--- src/rtl/usbdev_remote_wake.sv ---
// rtl/usbdev_remote_wake.sv - USB device remote-wakeup resume (K) signalling generator
module usbdev_remote_wake #(
    parameter logic [15:0] IdleWaitUs       = 16'd5000,
    parameter logic [15:0] KDriveUs         = 16'd2000,
    parameter logic [15:0] ReleaseTimeoutUs = 16'd20000
) (
    input  logic clk_48mhz_i,
    input  logic rst_ni,
    input  logic us_tick_i,
    input  logic wake_req_i,
    input  logic link_powered_i,
    input  logic link_suspend_i,
    input  logic link_reset_i,
    output logic tx_oe_o,
    output logic tx_dp_o,
    output logic tx_dn_o,
    output logic wake_busy_o,
    output logic wake_done_o,
    output logic wake_aborted_o
);

    typedef enum logic [1:0] {
        ST_IDLE,
        ST_WAIT_IDLE,
        ST_DRIVE_K,
        ST_RELEASE
    } state_e;

    state_e      state_q, state_d;
    logic [15:0] susp_tmr_q, susp_tmr_d;
    logic [15:0] phase_tmr_q, phase_tmr_d;
    logic        done_q, done_d;
    logic        aborted_q, aborted_d;
    logic        link_ok;

    assign link_ok = link_powered_i && !link_reset_i;

    // Suspend idle time accrues independently of the FSM so time spent
    // suspended before the request counts toward the minimum idle.
    always_comb begin
        susp_tmr_d = susp_tmr_q;
        if (!link_suspend_i) begin
            susp_tmr_d = 16'd0;
        end else if (us_tick_i && (susp_tmr_q != IdleWaitUs)) begin
            susp_tmr_d = susp_tmr_q + 16'd1;
        end
    end

    always_comb begin
        state_d   = state_q;
        done_d    = 1'b0;
        aborted_d = 1'b0;
        if ((state_q != ST_IDLE) && !link_ok) begin
            state_d   = ST_IDLE;
            aborted_d = 1'b1;
        end else begin
            case (state_q)
                ST_IDLE: begin
                    if (wake_req_i) begin
                        if (link_suspend_i && link_ok) begin
                            state_d = ST_WAIT_IDLE;
                        end else begin
                            aborted_d = 1'b1;
                        end
                    end
                end
                ST_WAIT_IDLE: begin
                    if (!link_suspend_i) begin
                        state_d = ST_IDLE;
                        done_d  = 1'b1;
                    end else if (susp_tmr_q == IdleWaitUs) begin
                        state_d = ST_DRIVE_K;
                    end
                end
                ST_DRIVE_K: begin
                    if (us_tick_i && (phase_tmr_q == KDriveUs - 16'd1)) begin
                        state_d = ST_RELEASE;
                    end
                end
                ST_RELEASE: begin
                    if (!link_suspend_i) begin
                        state_d = ST_IDLE;
                        done_d  = 1'b1;
                    end else if (us_tick_i && (phase_tmr_q == ReleaseTimeoutUs - 16'd1)) begin
                        state_d   = ST_IDLE;
                        aborted_d = 1'b1;
                    end
                end
                default: state_d = ST_IDLE;
            endcase
        end
    end

    always_comb begin
        phase_tmr_d = phase_tmr_q;
        if (state_d != state_q) begin
            phase_tmr_d = 16'd0;
        end else if (us_tick_i) begin
            phase_tmr_d = phase_tmr_q + 16'd1;
        end
    end

    always_ff @(posedge clk_48mhz_i or negedge rst_ni) begin
        if (!rst_ni) begin
            state_q     <= ST_IDLE;
            susp_tmr_q  <= 16'd0;
            phase_tmr_q <= 16'd0;
            done_q      <= 1'b0;
            aborted_q   <= 1'b0;
        end else begin
            state_q     <= state_d;
            susp_tmr_q  <= susp_tmr_d;
            phase_tmr_q <= phase_tmr_d;
            done_q      <= done_d;
            aborted_q   <= aborted_d;
        end
    end

    // Full-speed K: D+ low, D- high; both lines low whenever not driving.
    assign tx_oe_o        = (state_q == ST_DRIVE_K);
    assign tx_dp_o        = 1'b0;
    assign tx_dn_o        = tx_oe_o;
    assign wake_busy_o    = (state_q != ST_IDLE);
    assign wake_done_o    = done_q;
    assign wake_aborted_o = aborted_q;

endmodule
--- config.mk ---
export PLATFORM = sky130hd
export DESIGN_NAME = usbdev_remote_wake
export DESIGN_NICKNAME = d
export VERILOG_FILES = /design/src/rtl/usbdev_remote_wake.sv
export SDC_FILE = /design/constraint.sdc
export NUM_CORES = 1
export LEC_CHECK = 0
export CAP_MARGIN = 20
export CORE_ASPECT_RATIO = 1.5
export CORE_MARGIN = 2
export CORE_UTILIZATION = 40
export DETAILED_ROUTE_END_ITERATION = 6
export PLACE_DENSITY = 0.66
export SETUP_SLACK_MARGIN = 0.2
export SLEW_MARGIN = 20
export SYNTH_ARGS = -nofsm -noshare
export SYNTH_HDL_FRONTEND = slang
export SYNTH_SLANG_ARGS = --single-unit
--- constraint.sdc ---
create_clock -name clk_48mhz_i -period 2.1 [get_ports clk_48mhz_i]
set_input_delay 0.42 -clock clk_48mhz_i [delete_from_list [all_inputs] [get_ports clk_48mhz_i]]
set_output_delay 0.42 -clock clk_48mhz_i [all_outputs]
set_load 0.02 [all_outputs]
# Word level (Yosys, flattened, before mapping)
# Cells that the tools add are included.
[totals] out_inout_bits=6 wordCells=50 input_bits=7 ff_bits=36
[classes] n_eq_ne=9 n_mux=22 add_sub_neg=2 reduce_logical=12
[op_table] operator="16-bit two-way mux" n=4
[op_table] operator="16-bit by 1-bit adder with 16-bit output, second input constant" n=2
[op_table] operator="16-bit by 11-bit equality test with 1-bit output, second input constant" n=1
[op_table] operator="16-bit by 13-bit equality test with 1-bit output, second input constant" n=1
[op_table] operator="16-bit by 15-bit equality test with 1-bit output, second input constant" n=1
[op_table] operator="2-bit two-way mux" n=8
[op_table] operator="16-bit by 13-bit inequality test with 1-bit output, second input constant" n=1
[op_table] operator="1-bit two-way mux" n=8
[op_table] operator="2-bit case mux with 4 select lines" n=1
[op_table] operator="1-bit logical AND" n=6
[op_table] operator="2-bit equality test, second input constant" n=2
[op_table] operator="2-bit nonzero test" n=2
[op_table] operator="2-bit by 1-bit equality test with 1-bit output, second input constant" n=1
[op_table] operator="1-bit logical NOT" n=2
[op_table] operator="2-bit logical NOT" n=1
[op_table] operator="2-bit by 1-bit inequality test with 1-bit output, second input constant" n=1
[op_table] operator="2-bit inequality test" n=1
[op_table] operator="1-bit case mux with 2 select lines" n=1
[op_table] operator="2-bit OR reduction" n=1

# Longest topological paths before layout
[depth] ltp_word=9 mapped_depth=9 mapped_depth_nobuf=7

# Least setup slack after synthesis
# Ideal clock, no wire load.
[synth_path] path_type="register to register" startpoint="register susp_tmr_q[0]" endpoint="register phase_tmr_q[0]" setup_time_ps=125 arrival_ps=2126 synth_period_minus_slack_ps=2251 path_stages_with_launch=9 required_time_ps=1975 path_buffers=1 slack_ps=-151 path_cell_list="dfrtp_1 -> inv_1 -> ha_1 -> or4b_1 -> nor4_4 -> nand2_1 -> o41ai_4 -> buf_6 -> nor4_1"
[synth_between] elab_chain_cells=7 elab_cells_between_ends=8 classes_between="eq/ne: 2; mux: 5; reduce/logical: 1"
[synth_rtl] item="from (decl)" line_no="30" text="logic [15:0] susp_tmr_q, susp_tmr_d;"
[synth_rtl] item="from (signal assigned)" line_no="112" text="susp_tmr_q <= susp_tmr_d;"
[synth_rtl] item="16-bit by 13-bit equality test with 1-bit output *" line_no="71" text="end else if (susp_tmr_q == IdleWaitUs) begin"
[synth_rtl] item="2-bit two-way mux *" line_no="71"
[synth_rtl] item="2-bit two-way mux *" line_no="68" text="if (!link_suspend_i) begin"
[synth_rtl] item="2-bit case mux with 4 select lines *" line_no="57" text="case (state_q)"
[synth_rtl] item="2-bit two-way mux *" line_no="53" text="if ((state_q != ST_IDLE) && !link_ok) begin"
[synth_rtl] item="2-bit inequality test *" line_no="96" text="if (state_d != state_q) begin"
[synth_rtl] item="16-bit two-way mux / 2-bit nonzero test (equally long branches)"
[synth_rtl] item="to (signal assigned)" line_no="113" text="phase_tmr_q <= phase_tmr_d;"
[synth_rtl] item="to (decl)" line_no="31" text="logic [15:0] phase_tmr_q, phase_tmr_d;"
# Every way passes the cells marked *; elsewhere a longest branch is shown, timed or not.
# A chain may end at the register's enable or synchronous reset.

# Final worst setup path
[layout_path] startpoint="register susp_tmr_q[0]" endpoint="register phase_tmr_q[1]"
# The elaborated chain is that of the path after synthesis.

==> impl_metrics.env <==
export IMPL_cp_top_family="simple AND/OR/NAND/NOR gates"
export IMPL_fmax_mhz=460
export IMPL_ys_warn_count=0
export IMPL_r2r_setup_slack_ps=-70
export IMPL_cts_tree="done"
export IMPL_cpPeakStageDelay_ps=500
export IMPL_dominantRegCellSynth="dfrtp_1"
export IMPL_synthMuxAreaShare_pct=1.82
export IMPL_finClkSkew_ps=5.13
export IMPL_area_delta_synth_final_pct=32.8
export IMPL_hold_class="in2async"
export IMPL_cts_buffers=5
export IMPL_final_nets=310
export IMPL_final_cell_mix="buf_4 (46), dfrtp_1 (36), nand2_1 (25)"
export IMPL_layout_min_cycle_time_ps=2170
export IMPL_vias=2015
export IMPL_crit_slowest_cell="or4b_4"
export IMPL_worstPathCellList="inv_2 > ha_1 > or4b_4 > nor4_4 > buf_4 > o21ai_2 > nor3_4 > buf_4 > nor4_1"
export IMPL_p_leak_uw=0.00131
export IMPL_cts_buffer_depth=2
export IMPL_finish_utilization_pct=55.2
export IMPL_period_share_pct=104
export IMPL_fp_dieH_um=96.2
export IMPL_grt_overflow=0
export IMPL_diodes=0
export IMPL_cpMostUsedCell="buf_4"
export IMPL_synth_xor_area_share_pct=10.8
export IMPL_path_clk_slew_ps=70
export IMPL_drtAntennaViolNets=0
export IMPL_endpoint_kind="register"
export IMPL_grt_setup_unrepaired="yes"
export IMPL_start_util_pct=41.6
export IMPL_core_um2=5450
export IMPL_layout_setup_ws_ps=-73.7
export IMPL_netlist_area_um2=2270
export IMPL_htree_levels=2
export IMPL_cts_sinks=36
export IMPL_antenna_found_initial=0
export IMPL_worstMarginPinSlew_ps=659
export IMPL_cp_arrival_ps=2350
export IMPL_syn_avg_cell_area_um2=9.61
export IMPL_path_buf_inv=3
export IMPL_synth_edf_count=0
export IMPL_grt_pass1_wl_mm=9.12
export IMPL_cp_required_ps=2270
export IMPL_routedWlPerCell_um=15.1
export IMPL_synth_seq_cells=36
export IMPL_finalSetupTns_ps=-1390
export IMPL_firstDrtPassIters=4
export IMPL_rows=33
export IMPL_pin_count=13
export IMPL_clk_latency_ps=290
export IMPL_gp_congestion=0.916
export IMPL_ir_drop_uv=242
export IMPL_vias_per_cell=5.51
export IMPL_synth_top_family_by_area="simple AND/OR/NAND/NOR gates"
export IMPL_drive_gt1_share_pct=31.1
export IMPL_outcome="complete, but fails checks"
export IMPL_die_x_um=65.5
export IMPL_dpl_hpwl_mm=3.79
export IMPL_final_common_cell="buf_4"
export IMPL_powerDensity_nw_per_um2=650
export IMPL_synth_simple_gate_area_share_pct=32.4
export IMPL_async_flop_share_pct=100
export IMPL_drc_errors=0
export IMPL_drv_slew=0
export IMPL_seq_area_frac_synth_pct=39.7
export IMPL_netlist_instances=236
export IMPL_slew_limit_headroom_pct=55.6
export IMPL_start_kind="register"
export IMPL_die_area_um2=6300
export IMPL_synth_nets=250
export IMPL_synth_cell_type_count=47
export IMPL_grt_use_total_pct=18.9
export IMPL_worstSetupPathType="reg2reg"
export IMPL_finalHoldViolations=0
export IMPL_drtIter0Drc=158
export IMPL_cp_max_fo=5
export IMPL_synth_compound_area_share_pct=7.45
export IMPL_grt_max_degree=37
export IMPL_violations="negative setup slack"
export IMPL_io_buffers=11
export IMPL_max_cap_violations=0
export IMPL_cts_root_buffer="clkbuf_8"
export IMPL_yosys_area_share_adder_pct=3.86
export IMPL_grt_pass1_vias=2020
export IMPL_totalWireLength_mm=5.52
export IMPL_setup_violations=30
export IMPL_finalPower_uw=1960
export IMPL_hold_slack_ps=159
export IMPL_hold_buffers=0
## flip-flops by register name (all words and copies together) (netlist names)
signal / flops
phase_tmr_q: 16
wake_done_o: 1
state_q: 2
wake_aborted_o: 1
susp_tmr_q: 16
## repair_timing
item | in CTS | in global routing
cloned | 1 | 1
resized for setup | 22 | 9
pin swaps | 29 | 6
setup buffers | 5 | 1
setup endpoints to repair | 37 | 36
## cell families after synthesis
group	count (synthesis)
multiplexers	4
AND/OR/NAND/NOR	125
flip-flops	36
adder cells (fa/ha/maj)	7
AO/OA/AOI/OAI	18
buffers and inverters	17
XOR/XNOR	28
other	1
## per-layer routing
layer	vias up	global-route usage, %	wire length, µm
li1	968	-	-
met1	981	19.7	2150
met2	48	35.4	3030
met3	18	2.57	136
met4	0	11.1	202
met5	-	0	0
## layout make-up
type / instances / area (µm²)
clock buffers: 7 / 96.3
fillers: 502 / 2440
inverters: 7 / 26.3
repair buffers: 63 / 520
multi-input cells: 183 / 1380
well taps: 70 / 87.6
flip-flops and latches: 36 / 901
## through the flow
stage               instance area [µm²]  std cells  worst slack (ps)
floorplan                          2310        236             -70.5
global placement                   2790        351             -88.1
detailed placement                 2790        351              -117
CTS                                2970        364             -52.8
global route                       3010        366              -155
finish                             3010        366             -73.7
## final timing paths
kind | startpoint | to | cells past startpoint
setup / recovery | susp_tmr_q[0]$_DFFE_PN0P_ | phase_tmr_q[1]$_DFFE_PN0P_ | 9
hold / removal | rst_ni | wake_aborted_o$_DFF_PN0_ | 2
setup reg to reg | susp_tmr_q[0]$_DFFE_PN0P_ | phase_tmr_q[1]$_DFFE_PN0P_ | 9
hold reg to reg | phase_tmr_q[15]$_DFFE_PN0P_ | phase_tmr_q[15]$_DFFE_PN0P_ | 2
max in group asynchronous | rst_ni | phase_tmr_q[3]$_DFFE_PN0P_ | 2
min in group clk_48mhz_i | phase_tmr_q[15]$_DFFE_PN0P_ | phase_tmr_q[15]$_DFFE_PN0P_ | 2
## Yosys cell counts, types with 3 or more instances
library cell / number / area share, %
and2_1: 14 / 3.9
dfrtp_1: 36 / 40
ha_1: 7 / 3.9
nand3_1: 9 / 2.0
nand4_1: 12 / 3.3
nand2_1: 27 / 4.5
xnor2_1: 18 / 7.0
inv_1: 7 / 1.2
o21ai_0: 3 / 0.66
buf_4: 3 / 0.99
xor2_1: 10 / 3.9
and3_1: 5 / 1.4
nor2_1: 5 / 0.83
clkbuf_1: 4 / 0.66
mux2i_1: 3 / 1.3
nor3_1: 11 / 2.4
nor4_1: 22 / 6.1
## power breakdown
group / switching [µW] / internal [µW] / leakage (µW) / total, µW
clock: 247 / 292 / 0.0000503 / 540
sequential: 57.5 / 759 / 0.000493 / 817
combinational: 307 / 292 / 0.000772 / 599
Power figures use the tool's default switching activity.
==> edit, RTL diff (config.mk and constraints unchanged) <==
Re-encode `state_e` (4 states) as one-hot, 4 bits wide.
--- a/src/rtl/usbdev_remote_wake.sv
+++ b/src/rtl/usbdev_remote_wake.sv
@@ -21,7 +21,7 @@
 
-    typedef enum logic [1:0] {
-        ST_IDLE,
-        ST_WAIT_IDLE,
-        ST_DRIVE_K,
-        ST_RELEASE
+    typedef enum logic [3:0] {
+        ST_IDLE      = 4'b0001,
+        ST_WAIT_IDLE = 4'b0010,
+        ST_DRIVE_K   = 4'b0100,
+        ST_RELEASE   = 4'b1000
     } state_e;
Formal check against the unedited RTL: same outputs for any inputs over 10 cycles, from zero or initial values and one cycle with rst_ni low; not proved beyond that.
==> edit against the unedited design <==
Sequential cell count increased by 2; utilization decreased by 1.6 points; area after synthesis increased by 4.7%; wire length decreased by 2.1%; maximum frequency increased by 3.9%; cell count decreased by 1.6%; via count decreased by 5.3%; die area increased by 4.4%; setup slack improved by 0.082 ns; cell area increased by 3.1%.
Power is not compared: it rests on default switching activity, and its combinational part moved more than twofold at a synthesized area within 25%.
==> edit: results (changes against the unedited design) <==
Synth:
- The mux contribution to synthesized area was 1.79% (-0.029 points).
- The proportion of synthesized chip area in sequential cells is 40.1% (+0.38 points).
- In the synthesized netlist, the cells that appear most often are dfrtp_1, xnor2_1, nand2_1.
- The fraction of synthesized cell area in xor and xnor cells is 10.7% (-0.12 points).
- The arithmetic-cell share of the synthesized area counting full adders, half adders and majority gates is 1.58% (-2.3 points).
- The number of instances in the synthesized netlist is 234 (-0.85%).
- The number of different library cells in the post-synthesis netlist was 56 (+19%).
- The net count after synthesis is 244 (-2.4%).
- Ranked by total cell area, the synthesized netlist is headed by dfrtp_1, xnor2_1, nor3_2, xor2_1, and2_1.
- The compound-gate portion of the synthesized area is 7.33% (-0.12 points).
- The predominant post-synthesis flop cell is dfrtp_1.

Placement:
- The area of placed instances was 0.00285 mm2 (+1.9%).
- The HPWL after detailed placement is 3690 um (-2.6%).
- The placer congestion estimate came to 0.755 (-18%).
- The pre-CTS worst setup slack is -0.168 ns (-0.0509 ns).
- The number of instances in the placed design is 343 (-2.3%).

Critical path:
- The arrival time reported for the critical path endpoint is 2.28 ns (-0.07 ns).
- The register-to-register path setup slack came to 0.009 ns (+0.08 ns).
- The worst register-to-register path ends at susp_tmr_q[7].
- The largest incremental delay on the critical path is 0.52 ns (+0.02 ns).
- The largest fanout of any net on the critical path is 6 (+1).

Layout:
- The final-stage net count is 297 (-4.2%).
- The fraction of final layout cells with drive strength greater than 1 came to 36.8% (+5.7 points).
- The number of filler instances in the final layout is 534 (+6.4%).
- The largest registers in the layout are phase_tmr_q x16, susp_tmr_q x16, state_q x4.

Global route:
- The via count of the first global-routing pass is 1985 (-1.7%).
- The global-route wire length before repair was 9180 um (+0.61%).
- The pin count of the biggest net entering global routing is 39 (+5.4%).
- The aggregate global-route resource usage came to 18.2% (-0.67 points).

Timing:
- The minimum hold slack is 0.174 ns (+0.0142 ns).
- The worst clock skew is 0.00345 ns (-0.00168 ns).
- The maximum frequency from static timing analysis is 0.478 GHz (+3.9%).

CTS:
- The clock latency of the later-clocked register in the worst-skew pair is 0.29 ns (about the same).
- The number of buffers on the longest clock path is 2 (unchanged).
- The root buffer selected by CTS is clkbuf_8.

Detailed routing:
- The via count of the routed design is 1909 (-5.3%).
- The number of iterations in the first detailed-routing pass is 4 (unchanged).
- The starting DRC count in detailed routing is 152 (-3.8%).
- The routed wirelength normalized by instance count came to 15.0 um (-0.49%).
- The aggregate routed wire length is 5400 um (-2.1%).

Status:
- The flow ran to the end, and the final reports show no timing, DRC or antenna violations.

Power and ir drop:
- Overall power consumption after layout is estimated at 1.61 mW.
## edit: cell types whose count changed in the layout (fill, tap and decap cells not counted), moves of 4 or more
cell / change
buf_4: -6
ha_1: -4
nand2_1: -8
nor2_1: +4
nor3_1: -5
nor3_2: +11
nor4_1: -20
## edit: layer usage
layer | up-vias | GRT usage, % | share of wire [%]
li1 | 944 | - | -
met1 | 924 | 20.6 | 41
met2 | 34 | 32.7 | 54
met3 | 7 | 3.23 | 2.8
met4 | 0 | 7.38 | 2.0
met5 | - | 0 | 0
## edit: cell type report
class	count	area (um2)	area share (%)
multi-input cells	181	1480	47.7
flip-flops and latches	38	955	30.8
repair buffers	57	473	15.2
clock buffers	8	90.1	2.90
well taps	72	90.1	2.90
inverters	4	15.0	0.484
## edit: critical path, delay by kind of cell (launching register included)
family / cells / cell delay, ns
buffers and inverters: 3 / 0.40
and+or+nand+nor: 3 / 0.72
adders and majority gates: 1 / 0.12
AOI/OAI and AO/OA: 1 / 0.21
DFF: 1 / 0.39
xor gates and xnor gates: 1 / 0.15
